`src/rtl/dmem_port_arbiter.sv`:
```
// dmem_port_arbiter: shares one data-memory port between CPU (port 0) and debug (port 1); ARB_FIXED_PRIO_EN selects fixed CPU priority
module dmem_port_arbiter #(
  parameter int AW = 32,
  parameter int DW = 32,
  parameter int MEM_LAT = 1
) (
  input  logic          clk_i,
  input  logic          rst_i,
  input  logic          cpu_req_i,
  input  logic          cpu_we_i,
  input  logic [AW-1:0] cpu_addr_i,
  input  logic [DW-1:0] cpu_wdata_i,
  output logic          cpu_ack_o,
  output logic [DW-1:0] cpu_rdata_o,
  output logic          cpu_stall_o,
  input  logic          dbg_req_i,
  input  logic          dbg_we_i,
  input  logic [AW-1:0] dbg_addr_i,
  input  logic [DW-1:0] dbg_wdata_i,
  output logic          dbg_ack_o,
  output logic [DW-1:0] dbg_rdata_o,
  output logic [AW-1:0] mem_addr_o,
  output logic [DW-1:0] mem_wdata_o,
  output logic          mem_read_o,
  output logic          mem_write_o,
  input  logic [DW-1:0] mem_rdata_i
);
  typedef enum logic [1:0] {IDLE, ACCESS, ACK} state_t;
  state_t state, next;
  logic [3:0] cnt;
  logic owner, last_gnt, we_q, pick;
  logic [DW-1:0] rdata_q;
`ifdef ARB_FIXED_PRIO_EN
  assign pick = ~cpu_req_i;
`else
  assign pick = (cpu_req_i & dbg_req_i) ? ~last_gnt : dbg_req_i;
`endif
  assign cpu_rdata_o = rdata_q;
  assign dbg_rdata_o = rdata_q;
  assign cpu_stall_o = cpu_req_i & ~cpu_ack_o;
  // state register
  always_ff @(posedge clk_i or negedge rst_i)
    if (!rst_i) state <= IDLE;
    else state <= next;
  // next state and strobes/acks decoded from the current state
  always_comb begin
    next = state;
    mem_read_o = 1'b0;
    mem_write_o = 1'b0;
    cpu_ack_o = 1'b0;
    dbg_ack_o = 1'b0;
    case (state)
      IDLE: next = (cpu_req_i | dbg_req_i) ? ACCESS : IDLE;
      ACCESS: begin
        mem_read_o = ~we_q;
        mem_write_o = we_q & (cnt == 4'd0);
        next = (cnt == 4'd0) ? ACK : ACCESS;
      end
      ACK: begin
        cpu_ack_o = ~owner;
        dbg_ack_o = owner;
        next = IDLE;
      end
      default: next = IDLE;
    endcase
  end
  // grant latching, access countdown, read capture and round-robin history
  always_ff @(posedge clk_i or negedge rst_i)
    if (!rst_i) begin
      cnt <= 4'd0;
      last_gnt <= 1'b1;
      owner <= 1'b0;
      we_q <= 1'b0;
      mem_addr_o <= '0;
      mem_wdata_o <= '0;
      rdata_q <= '0;
    end else if (state == IDLE && (cpu_req_i | dbg_req_i)) begin
      owner <= pick;
      we_q <= pick ? dbg_we_i : cpu_we_i;
      mem_addr_o <= pick ? dbg_addr_i : cpu_addr_i;
      mem_wdata_o <= pick ? dbg_wdata_i : cpu_wdata_i;
      cnt <= 4'(MEM_LAT - 1);
    end else if (state == ACCESS) begin
      if (cnt != 4'd0) cnt <= cnt - 4'd1;
      else if (!we_q) rdata_q <= mem_rdata_i;
    end else if (state == ACK)
      last_gnt <= owner;
endmodule

```
`config.mk`:
```
export PLATFORM = sky130hd
export DESIGN_NAME = dmem_port_arbiter
export DESIGN_NICKNAME = d
export VERILOG_FILES = /design/src/rtl/dmem_port_arbiter.sv
export SDC_FILE = /design/constraint.sdc
export NUM_CORES = 1
export LEC_CHECK = 0
export BUFFER_PORTS_ARGS = -buffer_cell sky130_fd_sc_hd__buf_2
export CAP_MARGIN = 20
export CELL_PAD_IN_SITES_DETAIL_PLACEMENT = 1
export CELL_PAD_IN_SITES_GLOBAL_PLACEMENT = 1
export CORE_UTILIZATION = 31
export DETAILED_ROUTE_END_ITERATION = 6
export PLACE_DENSITY_LB_ADDON = 0.1
export SLEW_MARGIN = 20
export SYNTH_ARGS = -nofsm -noshare
export SYNTH_HDL_FRONTEND = slang
export SYNTH_SLANG_ARGS = --single-unit
```
`constraint.sdc`:
```
create_clock -name clk_i -period 2.3 [get_ports clk_i]
set_input_delay 0.115 -clock clk_i [delete_from_list [all_inputs] [get_ports clk_i]]
set_output_delay 0.115 -clock clk_i [all_outputs]
set_load 0.005 [all_outputs]
```
# Yosys cells after proc, flatten, opt, wreduce, memory -nomap -nowiden

Cells that the tools add are included.

Reduce and logical (&&, ||, !) cells: 9
Bitwise operators: 11
Multiplexer cells: 14
Eq/ne operators: 2
$add $sub $neg: 1

Operators with widths:

| operator              | count |
|---|---|
| $mux W32              | 2 |
| $mux W4               | 3 |
| $mux W1               | 7 |
| $not A1 Y1            | 7 |
| $logic_not A4 Y1      | 1 |
| $pmux W2 S2           | 1 |
| $reduce_and A4 Y1     | 1 |
| $reduce_bool A2 Y1    | 2 |
| $reduce_bool A4 Y1    | 1 |
| $sub A4 B1 Y4 const B | 1 |
| $and A1 B1 Y1         | 3 |
| $reduce_and A3 Y1     | 1 |
| $eq A2 B1 Y1 const B  | 1 |
| $eq A2 B2 Y1 const B  | 1 |
| $logic_not A2 Y1      | 1 |
| $mux W2               | 1 |
| $reduce_and A2 Y1     | 1 |
| $logic_and A1 B1 Y1   | 1 |
| $or A1 B1 Y1          | 1 |

Output and inout bits: 133
Bits of input ports: 166
Register bits after elaboration: 105
Logic and storage cells: 45

# Logic depth before layout (Yosys ltp)

Word-level depth: 4
Mapped depth: 7

# Least setup slack after synthesis

Ideal clock, no wire load.

Path type: register -> register
From: register cnt[0]
To: register rdata_q[10], in the netlist cpu_rdata_o[10]
Data required time: 2175 ps
Stages on the path, launching flop included: 8
Arrival time: 1718 ps
Setup slack: 457 ps
Setup time: 125 ps
Buffers on the path: 2
Cells stage by stage: dfrtp_1 > inv_1 > ha_1 > nand3b_4 > or4_4 > buf_6 > buf_12 > mux2_4

Cells in the longest elaborated chain, start to end: 3

RTL lines:

| element                     | RTL line | RTL |
|---|---|---|
| from (decl)                 | 30       | `logic [3:0] cnt;` |
| from (signal assigned)      | 82       | `cnt <= 4'(MEM_LAT - 1);` |
| from (signal assigned)      | 84       | `if (cnt != 4'd0) cnt <= cnt - 4'd1;` |
| $reduce_bool A4 Y1          | 84       |  |
| $not A1 Y1 (no line)        | -        |  |
| $reduce_and A4 Y1 (no line) | -        |  |
| to (signal assigned)        | 85       | `else if (!we_q) rdata_q <= mem_rdata_i;` |
| to (decl)                   | 32       | `logic [DW-1:0] rdata_q;` |

No other way between the ends.
A chain may end at the register's enable or synchronous reset.

# Worst setup path in the final report

From: register cnt[0]
To: register rdata_q[22], in the netlist cpu_rdata_o[22]

Same word-level chain as after synthesis.

==> results.cfg <==
[status]
status = completed

[cells_and_area]
fin_area_mm2 = 0.007106
final_net_count = 956
drive_above_1_share_pct = 45.97
final_util_pct = 44.89
num_antenna_cells = 0
area_delta_synth_final_pct = 41.37

[drt]
drt-total-wl_um = 18080
viasPerCell = 4.867
avgRoutedWirePerCell_um = 17.90
drc = 0
dr.first_iter.drc_count = 113
ant_nets = 0
vias = 4916
first_pass_iters = 4

[timing]
worstMarginPinSlew_ns = 0.7466
fin_tns_setup_ns = 0
fmax_mhz = 481.9
fin_crit_sh_pct = 90.23
setup_viol = 0
grt_setup_unrepaired = no
hold_viol_final = 0
min_period_ns = 2.075
slew_headroom_pct = 50.22
final.setup.worst_slack_ns = 0.2247
finClkSkew_ns = 0.006706
slew_violations = 0

[clocking]
ctsResizeCount = 0
cts_made_buffers = 9
clkTransAtPathRegs_ns = 0.07
clock_sinks = 105
root_buffer = clkbuf_16
htree_levels = 3
clk_latency_ns = 0.34
cts_buffer_depth = 2
cts_tree = done

[power]
p_sw_uw = 3289
peakVddDrop_mv = 0.5343
seq_power_share_pct = 37.8
p_int_uw = 5630
power.leakage_uw = 0.003582
p_comb_share_pct = 44.9
power_density_mw_per_mm2 = 1255
sw_frac_of_total_pct = 36.88
p_clk_share_pct = 17.3

[placed_design]
place_area_mm2 = 0.006486
place_ws_ns = 0.2221
gp_congestion = 0.7642
hpwl_um = 12630
port_buffers = 298

[global_routing]
track_usage_pct = 21.67
overflow = 0
grt_pass1_wl_um = 27820
grt_max_degree = 67
grt_antenna_before_repair = 1
grt_pass1_vias = 5216

[floorplan]
core_mm2 = 0.01583
rows = 46
start_util_pct = 31.75
die_w_um = 129.3
fp.dieArea_mm2 = 0.01673
io_pins = 299
die_y_um = 129.3

[synth]
synth-main-ff-cell = dfrtp_1
synth_edf_count = 0
synth.most_common_cell = nand2_1
async_reset_ff_share_pct = 100.0
ys_top_cells_by_count = nand2_1, dfrtp_1, a21oi_1, a31oi_1, buf_4
yosysWarnings = 0
synth_top_area_cell = dfrtp_1
ys_types = 36
syn-cell-area_mm2 = 0.005026
syn_inst = 507
yosys-top-cells-area = dfrtp_1, nand2_1, mux2_4
synth_nets = 674
synth.avg_cell_area_um2 = 9.913
synth_seq_area_share_pct = 52.30
synth_top_area_share_pct = 51.78
ys_ff_latch = 105

[critical_path]
cp-start-kind = flip-flop
crit_path_max_fanout = 32
crit_type = flip-flop to flip-flop
cp.required_ns = 2.53
arrival_ns = 2.31
cp-end-kind = flip-flop

[run]
cap_violations = 0

[hold_path]
holdCritPathClass = input pin to flip-flop
-- power groups by stage --
stage / clock network, uW / logic [uW] / registers, uW
finish: 1550 / 4000 / 3370
global route: 1650 / 4440 / 3500
CTS: 1600 / 4070 / 3370
detailed placement: 0 / 4010 / 3390
global placement: 0 / 3920 / 3360
floorplan: 0 / 2430 / 3400
-- sequential cells by signal, summed over array words and instances, names as in the netlist --
register and flops:
cnt 4, cpu_rdata_o 32, last_gnt 1, mem_addr_o 32, mem_wdata_o 32, owner 1, state 2, we_q 1
-- placed cells by master, fill, tap and decap left out, drive strengths merged, types with 2 or more instances in the layout --
cell type	count
a21oi	66
a31oi	65
and2	2
buf	310
clkbuf	11
clkinv	3
dfrtp	104
dlygate4sd3	33
inv	3
mux2	32
nand2	131
nor2	3
nor3	4
nor3b	2
o21ai	5
-- stage by stage --
| step | instances | power, uW | hold slack (ns) |
|---|---|---|---|
| after detailed placement | 961 | 7403 | 0.2325 |
| final | 1010 | 8920 | 0.01701 |
| after global placement | 961 | 7274 | 0.2234 |
| after CTS | 1010 | 9041 | 0.0006229 |
| after global routing | 1010 | 9587 | 0.01071 |
| after floorplan | 507 | 5834 | -0.1806 |
-- final timing paths --
check | startpoint | to | slack, ns | cells after the start
min in group asynchronous | rst_i | mem_addr_o[9] | 0.36 | 2
hold reg to reg | cpu_rdata_o[31] | cpu_rdata_o[31] | 0.53 | 1
setup / recovery | cnt[0] | cpu_rdata_o[22] | 0.22 | 5
hold / removal | cpu_addr_i[17] | mem_addr_o[17] | 0.02 | 3
setup reg to reg | cnt[0] | cpu_rdata_o[22] | 0.22 | 5
max in group asynchronous | rst_i | mem_addr_o[0] | 1.08 | 3
-- critical path, stage by stage, from the launching register on --
cell and delay, ns:
dfrtp_1 0.41, inv_1 0.07, ha_1 0.24, nand3b_4 0.11, or4_4 0.73, mux2_4 0.39
-- cell families after synthesis --
group / count (synthesis) / synth area share (%)
and+or+nand+nor: 151 / 12.45
AOI/OAI and AO/OA: 142 / 16.18
DFF: 105 / 52.30
buffers and inverters: 75 / 9.211
muxes: 33 / 9.609
adders and majority gates: 1 / 0.2489
-- layer usage --
layer	wire length (um)	GRT usage, %	share of wire (%)	vias up
li1	-	-	-	2286
met5	8	0	0.044	-
met3	1508	6.028	8.3	20
met1	7023	23.99	39	2408
met4	272	7.197	1.5	2
met2	9270	39.78	51	200
-- area by class of cell --
cell class	count	area [um2]
Clock inverter	5	56.30
Tap cell	216	270.3
Inverter	3	11.26
Multi-Input combinational cell	327	1954
Clock buffer	11	232.7
Sequential cell	105	2629
Timing Repair Buffer	343	1952
Fill cell	1925	8722
-- repair_timing --
item                       in CTS  in global routing
hold buffers                   33                  0
buffers inserted                0                  0
setup endpoints to repair       0                  0
hold endpoints to repair       83                  0
No activity file was read; power rests on OpenSTA's default activity.
